===== config.mk =====
export PLATFORM = sky130hd
export DESIGN_NAME = chanels_serializer
export DESIGN_NICKNAME = d
export VERILOG_FILES = /design/src/rtl/chanels_pkg.sv /design/src/rtl/rr_arbiter.sv /design/src/rtl/chanels_serializer.sv
export SDC_FILE = /design/constraint.sdc
export NUM_CORES = 1
export LEC_CHECK = 0
export BUFFER_PORTS_ARGS = -buffer_cell sky130_fd_sc_hd__buf_2
export CORE_AREA = 2 2 187 189
export CTS_BUF_LIST = sky130_fd_sc_hd__clkbuf_8
export DETAILED_ROUTE_END_ITERATION = 16
export DIE_AREA = 0 0 189 191
export GPL_TIMING_DRIVEN = 1
export PLACE_DENSITY = 0.67
export SLEW_MARGIN = 20
export SYNTH_ARGS = -nofsm -noshare
export SYNTH_HDL_FRONTEND = slang
export SYNTH_SLANG_ARGS = --single-unit
export TNS_END_PERCENT = 50

===== constraint.sdc =====
create_clock -name clk -period 14.3 [get_ports clk]
set_input_delay 3.575 -clock clk [delete_from_list [all_inputs] [get_ports clk]]
set_output_delay 3.575 -clock clk [all_outputs]
set_load 0.02 [all_outputs]

===== src/rtl/chanels_pkg.sv =====
// rtl/chanels_pkg.sv - shared defaults and types for the channel serializer
package chanels_pkg;

    localparam int CHANELS = 4;
    localparam int WIDTH   = 32;
    localparam int ADDR_W  = $clog2(CHANELS);

    typedef struct packed {
        logic        [WIDTH-1:0] ac;
        logic signed [WIDTH-1:0] ph;
    } sample_t;

endpackage


===== src/rtl/rr_arbiter.sv =====
// rtl/rr_arbiter.sv - combinational round-robin arbiter, scans upward from ptr with wrap
module rr_arbiter #(
    parameter int N  = 4,
    parameter int AW = $clog2(N)
) (
    input  logic [N-1:0]  req,
    input  logic [AW-1:0] ptr,
    output logic [N-1:0]  gnt,
    output logic [AW-1:0] idx,
    output logic          any
);

    always_comb begin : scan
        int j;
        j   = 0;
        gnt = '0;
        idx = '0;
        any = 1'b0;
        for (int k = 0; k < N; k++) begin
            j = int'(ptr) + k;
            if (j >= N) j = j - N;
            if (!any && req[j]) begin
                any    = 1'b1;
                gnt[j] = 1'b1;
                idx    = j[AW-1:0];
            end
        end
    end

endmodule


===== src/rtl/chanels_serializer.sv =====
// rtl/chanels_serializer.sv - parks per-channel ac/ph pairs and emits them one per clock, round-robin
module chanels_serializer #(
    parameter int CHANELS = chanels_pkg::CHANELS,
    parameter int WIDTH   = chanels_pkg::WIDTH,
    parameter int AW      = $clog2(CHANELS)
) (
    input  logic                       clk,
    input  logic                       rst,
    input  logic [CHANELS-1:0]         i_vld,
    input  logic [CHANELS*WIDTH-1:0]   i_ac,
    input  logic [CHANELS*WIDTH-1:0]   i_ph,
    input  logic                       i_clr_ovf,
    output logic                       o_vld,
    output logic [AW-1:0]              o_addres,
    output logic [WIDTH-1:0]           o_ac,
    output logic [WIDTH-1:0]           o_ph,
    output logic [CHANELS-1:0]         o_pend,
    output logic [CHANELS-1:0]         o_ovf
);

    logic [WIDTH-1:0]   ac_q [CHANELS];
    logic [WIDTH-1:0]   ph_q [CHANELS];
    logic [CHANELS-1:0] pend;
    logic [CHANELS-1:0] ovf;
    logic [CHANELS-1:0] ovf_set;
    logic [AW-1:0]      ptr;
    logic [CHANELS-1:0] gnt;
    logic [AW-1:0]      g_idx;
    logic               g_any;

    rr_arbiter #(.N(CHANELS), .AW(AW)) u_arb (
        .req (pend),
        .ptr (ptr),
        .gnt (gnt),
        .idx (g_idx),
        .any (g_any)
    );

    // A write into a slot that is being drained this cycle is a normal refill, not a loss.
    assign ovf_set = i_vld & pend & ~gnt;

    always_ff @(posedge clk or posedge rst) begin
        if (rst) begin
            pend     <= '0;
            ovf      <= '0;
            ptr      <= '0;
            o_vld    <= 1'b0;
            o_addres <= '0;
            o_ac     <= '0;
            o_ph     <= '0;
            for (int i = 0; i < CHANELS; i++) begin
                ac_q[i] <= '0;
                ph_q[i] <= '0;
            end
        end else begin
            for (int i = 0; i < CHANELS; i++) begin
                if (i_vld[i]) begin
                    ac_q[i] <= i_ac[i*WIDTH +: WIDTH];
                    ph_q[i] <= i_ph[i*WIDTH +: WIDTH];
                end
            end
            pend <= i_vld | (pend & ~gnt);
            ovf  <= ovf_set | (i_clr_ovf ? '0 : ovf);
            if (g_any) begin
                o_vld    <= 1'b1;
                o_addres <= g_idx;
                o_ac     <= ac_q[g_idx];
                o_ph     <= ph_q[g_idx];
                ptr      <= (int'(g_idx) == CHANELS - 1) ? '0 : g_idx + AW'(1);
            end else begin
                o_vld    <= 1'b0;
                o_addres <= '0;
                o_ac     <= '0;
                o_ph     <= '0;
            end
        end
    end

    assign o_pend = pend;
    assign o_ovf  = ovf;

endmodule

# After elaboration in Yosys (flattened, before gate mapping)

Cells that the tools add are included.

Bits in read-only memories: 0
Input port bits: 263
Output and inout port bits: 75
Memory bits (writable): 0
Memories: 0
Register bits after elaboration: 333
Bits in latches: 0
Word-level logic and storage cells: 105

Magnitude comparators: 13
Equality and inequality tests: 1
Reduce and logical (&&, ||, !) cells: 10
Multipliers: 0
Divide/modulo/power cells: 0
Mux-type cells: 48
Add/sub/neg operators: 8
Bitwise logic cells: 10
Shift-type cells: 0

Operators with widths:

| cell                    | count |
|---|---|
| $mux W32                | 10 |
| $bmux W32 S2            | 2 |
| $ge A32 B1 Y1 const B   | 4 |
| $lt A32 B4 Y1 const B   | 4 |
| $ge A32 B4 Y1 const B   | 3 |
| $sub A32 B4 Y32 const B | 3 |
| $mux W4                 | 5 |
| $or A4 B4 Y4            | 5 |
| $mux W1                 | 17 |
| $and A4 B4 Y4           | 3 |
| $mux W2                 | 6 |
| $bmux W1 S2             | 4 |
| $demux W1 S2            | 4 |
| $logic_and A1 B1 Y1     | 7 |
| $add A2 B2 Y3 const B   | 2 |
| $not A4 Y4              | 1 |
| $sub A2 B3 Y4 const B   | 1 |
| $add A2 B1 Y3 const B   | 1 |
| $ge A2 B3 Y1 const B    | 1 |
| $ge A3 B3 Y1 const B    | 1 |
| $logic_not A1 Y1        | 3 |
| $not A2 Y3              | 1 |
| $add A2 B1 Y2 const B   | 1 |
| $eq A2 B1 Y1 const B    | 1 |

# Logic depth before layout (Yosys ltp)

Depth in word-level cells: 20
Depth in mapped cells: 14

# Modules after synthesis

From an unflattened synthesis, not the netlist that was laid out.

Cells, all modules: 908
Area, all modules: 13983.4 um2

Modules (own cells, without submodules):

| module             | area each (um2) | cells an instance | times used | seq. area each (um2) |
|---|---|---|---|---|
| chanels_serializer | 13523.0         | 860               | 1          | 8333.0 |
| rr_arbiter         | 460.4           | 48                | 1          | 0.0 |

# Worst setup path after synthesis

Ideal clock, no wire load.

Kind: input-to-reg
Start: in i_vld[3]
End: reg ac_q[0] (netlist name)
Stages on the path: 3
Path slack: 9.582 ns
Buffers on the path: 2
Arrival: 4.593 ns
Library setup time: 0.125 ns
Cells stage by stage: clkbuf_1 -> clkbuf_1 -> mux2_2

RTL lines:

| item                           | line                     | text |
|---|---|---|
| start: declaration             | chanels_serializer.sv:9  | `input logic [CHANELS-1:0] i_vld,` |
| end signal: indexed assignment | chanels_serializer.sv:58 | `ac_q[i] <= i_ac[i*WIDTH +: WIDTH];` |
| end: declaration               | chanels_serializer.sv:21 | `logic [WIDTH-1:0] ac_q [CHANELS];` |

No word-level cell between the ends.

# Final worst setup path

Start: reg ptr[0]
End: reg o_ph[28]

Cells in the longest elaborated chain, start to end: 20
Elaborated cells between the ends (all ways): 46

Ends and longest elaborated chain:

| item                                                     | line                     | text |
|---|---|---|
| start: declaration                                       | chanels_serializer.sv:26 | `logic [AW-1:0] ptr;` |
| start signal: assignment                                 | chanels_serializer.sv:69 | `ptr <= (int'(g_idx) == CHANELS - 1) ? '0 : g_idx + AW'(1);` |
| branches (longest 19 deep; another with $sub A32 B4 Y32) | --                       |  |
| $mux W32 (*)                                             | chanels_serializer.sv:64 | `if (g_any) begin` |
| end signal: assignment                                   | chanels_serializer.sv:68 | `o_ph <= ph_q[g_idx];` |
| end: declaration                                         | chanels_serializer.sv:16 | `output logic [WIDTH-1:0] o_ph,` |

Mark *: on every way between the ends. The select of a mux whose other input is x is not followed.
A chain may end at the register's enable or synchronous reset.

==> flow_metrics.py <==
metrics = {
    "floorplan": {
        "rows": 68,
        "die_width_um": 189,
        "die_y_um": 191,
        "die_area_mm2": 0.0361,
        "initial_utilization": 0.443,
        "ios": 338,
        "core-area_mm2": 0.0341,
    },
    "global_routing": {
        "grt_max_degree": 102,
        "grt_pass1_wl_mm": 63.7,
        "grtUsageTotal": 0.230,
        "antenna_found_initial": 16,
        "overflow": 0,
        "grt_pass1_vias": 10900,
    },
    "sta": {
        "tightest_slew_ns": 1.11,
        "period_minus_slack_ns": 5.54,
        "hold_violations": 0,
        "timing.setup.tns_ns": 0,
        "fin_worst_skew_ns": 0.0251,
        "max_freq_mhz": 180,
        "rsz0062_at_grt": "no",
        "finalSetupViolCount": 0,
        "post-route-period-util": 0.388,
        "maxSlewViolCount": 0,
        "relSlewSlack": 0.263,
    },
    "flow_run": {
        "maxCapViolCount": 0,
    },
    "hold_path": {
        "hp-class": "reg -> reg",
    },
    "clock_network": {
        "ctsHoldBuffers": 0,
        "path_clk_slew_ns": 0.06,
        "cts_resized": 0,
        "post_cts_buffers": 0,
        "cts-root-buf": "clkbuf_8",
        "clock_path_buffers": 3,
        "cts_tree": "built",
        "cts_max_level": 2,
        "cts_made_buffers": 56,
        "cts_num_sinks": 333,
        "clock_latency_ns": 0.64,
    },
    "setup_path": {
        "max_stage_delay_ns": 0.92,
        "crit_chain": "inv_1, ha_1, mux4_2, nor2b_4, nor2_4, o22ai_4, buf_4, mux2i_1, o22ai_1",
        "cp_num_buf_inv": 2,
        "worst_ep_arrival_time_ns": 6.00,
        "path_delay_family": "buffers and inverters",
        "worstPathMaxFanout": 70,
        "crit_path_top_delay_cell": "dfrtp_4",
        "end_kind": "register",
        "start_kind": "register",
        "worstSetupPathType": "reg -> reg",
        "worstPathRequired_ns": 14.75,
    },
    "cells_and_area": {
        "drive_gt1_frac": 0.474,
        "final_common_cell": "buf_2",
        "syn2layout_area_growth_pct": 20.9,
        "nets": 1719,
        "layout_common_cells": "buf_2 (333), dfrtp_1 (332), mux2_2 (258)",
    },
    "place": {
        "port_buffers": 337,
        "gp_congestion": 0.880,
        "hpwl_mm": 26.4,
    },
    "status": {
        "status": "finished clean",
    },
    "logic_synthesis": {
        "synth_area_mm2": 0.0151,
        "ys_seq_area_frac": 0.551,
        "async_flop_share": 1.00,
        "postSynthCellCount": 1136,
        "avgSynthCellArea_um2": 13.3,
        "synth_seq_cells": 333,
        "yosysWarnings": 0,
        "synth_edf_count": 0,
        "dominantRegCellSynth": "dfrtp_1",
        "synth.distinct_cells": 35,
        "syn_nets": 1406,
    },
    "detailed_routing": {
        "via_count": 10800,
        "wire_per_inst_um": 21.3,
        "wl_met1_mm": 18.0,
        "wl_mm": 41.8,
        "drc_errors": 0,
        "top_layer_used": "met5",
        "first_iter_violations": 736,
        "drt_pass1_iterations": 8,
        "wl_met3_mm": 2.73,
        "ant_nets": 0,
        "wl_met2_mm": 19.8,
        "viasPerCell": 5.53,
    },
    "pwr": {
        "power_density_mw_per_mm2": 221,
        "p_sw_mw": 1.67,
        "netSwitchingFraction": 0.414,
        "pwr-share-comb": 0.470,
        "fin_total_pwr_mw": 4.04,
        "clockPowerShare": 0.216,
        "leakage_nw": 8.34,
        "p_int_mw": 2.36,
        "seq_power_share": 0.314,
        "ir_drop_mv": 0.233,
    },
}
[path summary, 6_finish.rpt]
check / start / end / slack [ns] / cells past startpoint
max: ptr[0]$_DFFE_PP0P_ / o_ph[28]$_DFF_PP0_ / 8.76 / 9
min: ph_q[50]$_DFFE_PP0P_ / ph_q[50]$_DFFE_PP0P_ / 0.50 / 1
max reg2reg: ptr[0]$_DFFE_PP0P_ / o_ph[28]$_DFF_PP0_ / 8.76 / 9
min reg2reg: ph_q[50]$_DFFE_PP0P_ / ph_q[50]$_DFFE_PP0P_ / 0.50 / 1
max in group asynchronous: rst / ac_q[99]$_DFFE_PP0P_ / 9.14 / 4
min in group asynchronous: rst / o_pend[3]$_DFF_PP0_ / 3.04 / 2
[synth_stat cells (2+ instances only)]
library cell / number / area, um2
a21oi_1: 3 / 15.0
clkbuf_1: 58 / 218
mux2_2: 258 / 2910
buf_4: 4 / 30.0
ha_1: 7 / 87.6
buf_2: 21 / 105
nand2_1: 70 / 263
a221o_1: 4 / 40.0
a22o_1: 32 / 280
o21ai_0: 5 / 25.0
a221oi_1: 33 / 289
a222oi_1: 28 / 280
nor2_1: 5 / 18.8
buf_6: 10 / 113
mux2i_1: 104 / 1040
o22ai_1: 65 / 407
nor2b_1: 62 / 388
or2_2: 4 / 25.0
inv_1: 6 / 22.5
mux4_2: 3 / 67.6
and3_1: 4 / 25.0
nand4_1: 4 / 25.0
dfrtp_1: 333 / 8330
o21ai_1: 2 / 10.0
[cells by family after synthesis]
| kind of cell | Yosys count | synth area share |
|---|---|---|
| buf+inv | 100 | 0.0325 |
| simple gates | 153 | 0.0517 |
| compound gates | 177 | 0.0923 |
| mux | 366 | 0.266 |
| fa+ha+maj | 7 | 0.00579 |
| flops | 333 | 0.551 |
[registers in the layout, indices dropped and copies added, names as in the netlist]
signal,cells
ac_q,128
o_vld,1
o_ph,32
o_ovf,4
ptr,2
ph_q,128
o_addres,2
o_pend,4
o_ac,32
[cell type report]
cell class	instances	area (um2)
inverter	6	30.0
clock inverter	28	175
sequential	333	8340
timing repair buffer	349	1790
multi-input combinational	703	6350
clock buffer	71	977
antenna	14	35.0
fill	2938	15800
tap	455	569
[metrics by stage]
step | util | instance area, um2 | cells | setup slack, ns | hold WS [ns]
after floorplan | - | 15100 | 1136 | 1.50 | 0.480
after global placement | 0.500 | 17100 | 1846 | 8.02 | 0.487
after detailed placement | 0.500 | 17100 | 1846 | 7.97 | 0.494
after CTS | 0.534 | 18200 | 1945 | 8.68 | 0.507
after global routing | 0.535 | 18300 | 1958 | 8.46 | 0.515
final | 0.535 | 18300 | 1959 | 8.76 | 0.503
[power by group through the flow]
stage                     Sequential (mW)  Clock, mW  Combinational, mW
final                                1.27      0.872               1.90
after global routing                 1.29      0.943               2.04
after CTS                            1.27      0.895               1.90
after detailed placement             1.28          0               1.90
after global placement               1.28          0               1.86
after floorplan                      1.36          0               1.31
[layer usage]
layer | vias up | track usage
met5 | - | 0
met4 | 4 | 0.0953
met3 | 78 | 0.0536
met2 | 379 | 0.357
met1 | 5502 | 0.311
li1 | 4876 | -
Power figures use the tool's default switching activity.
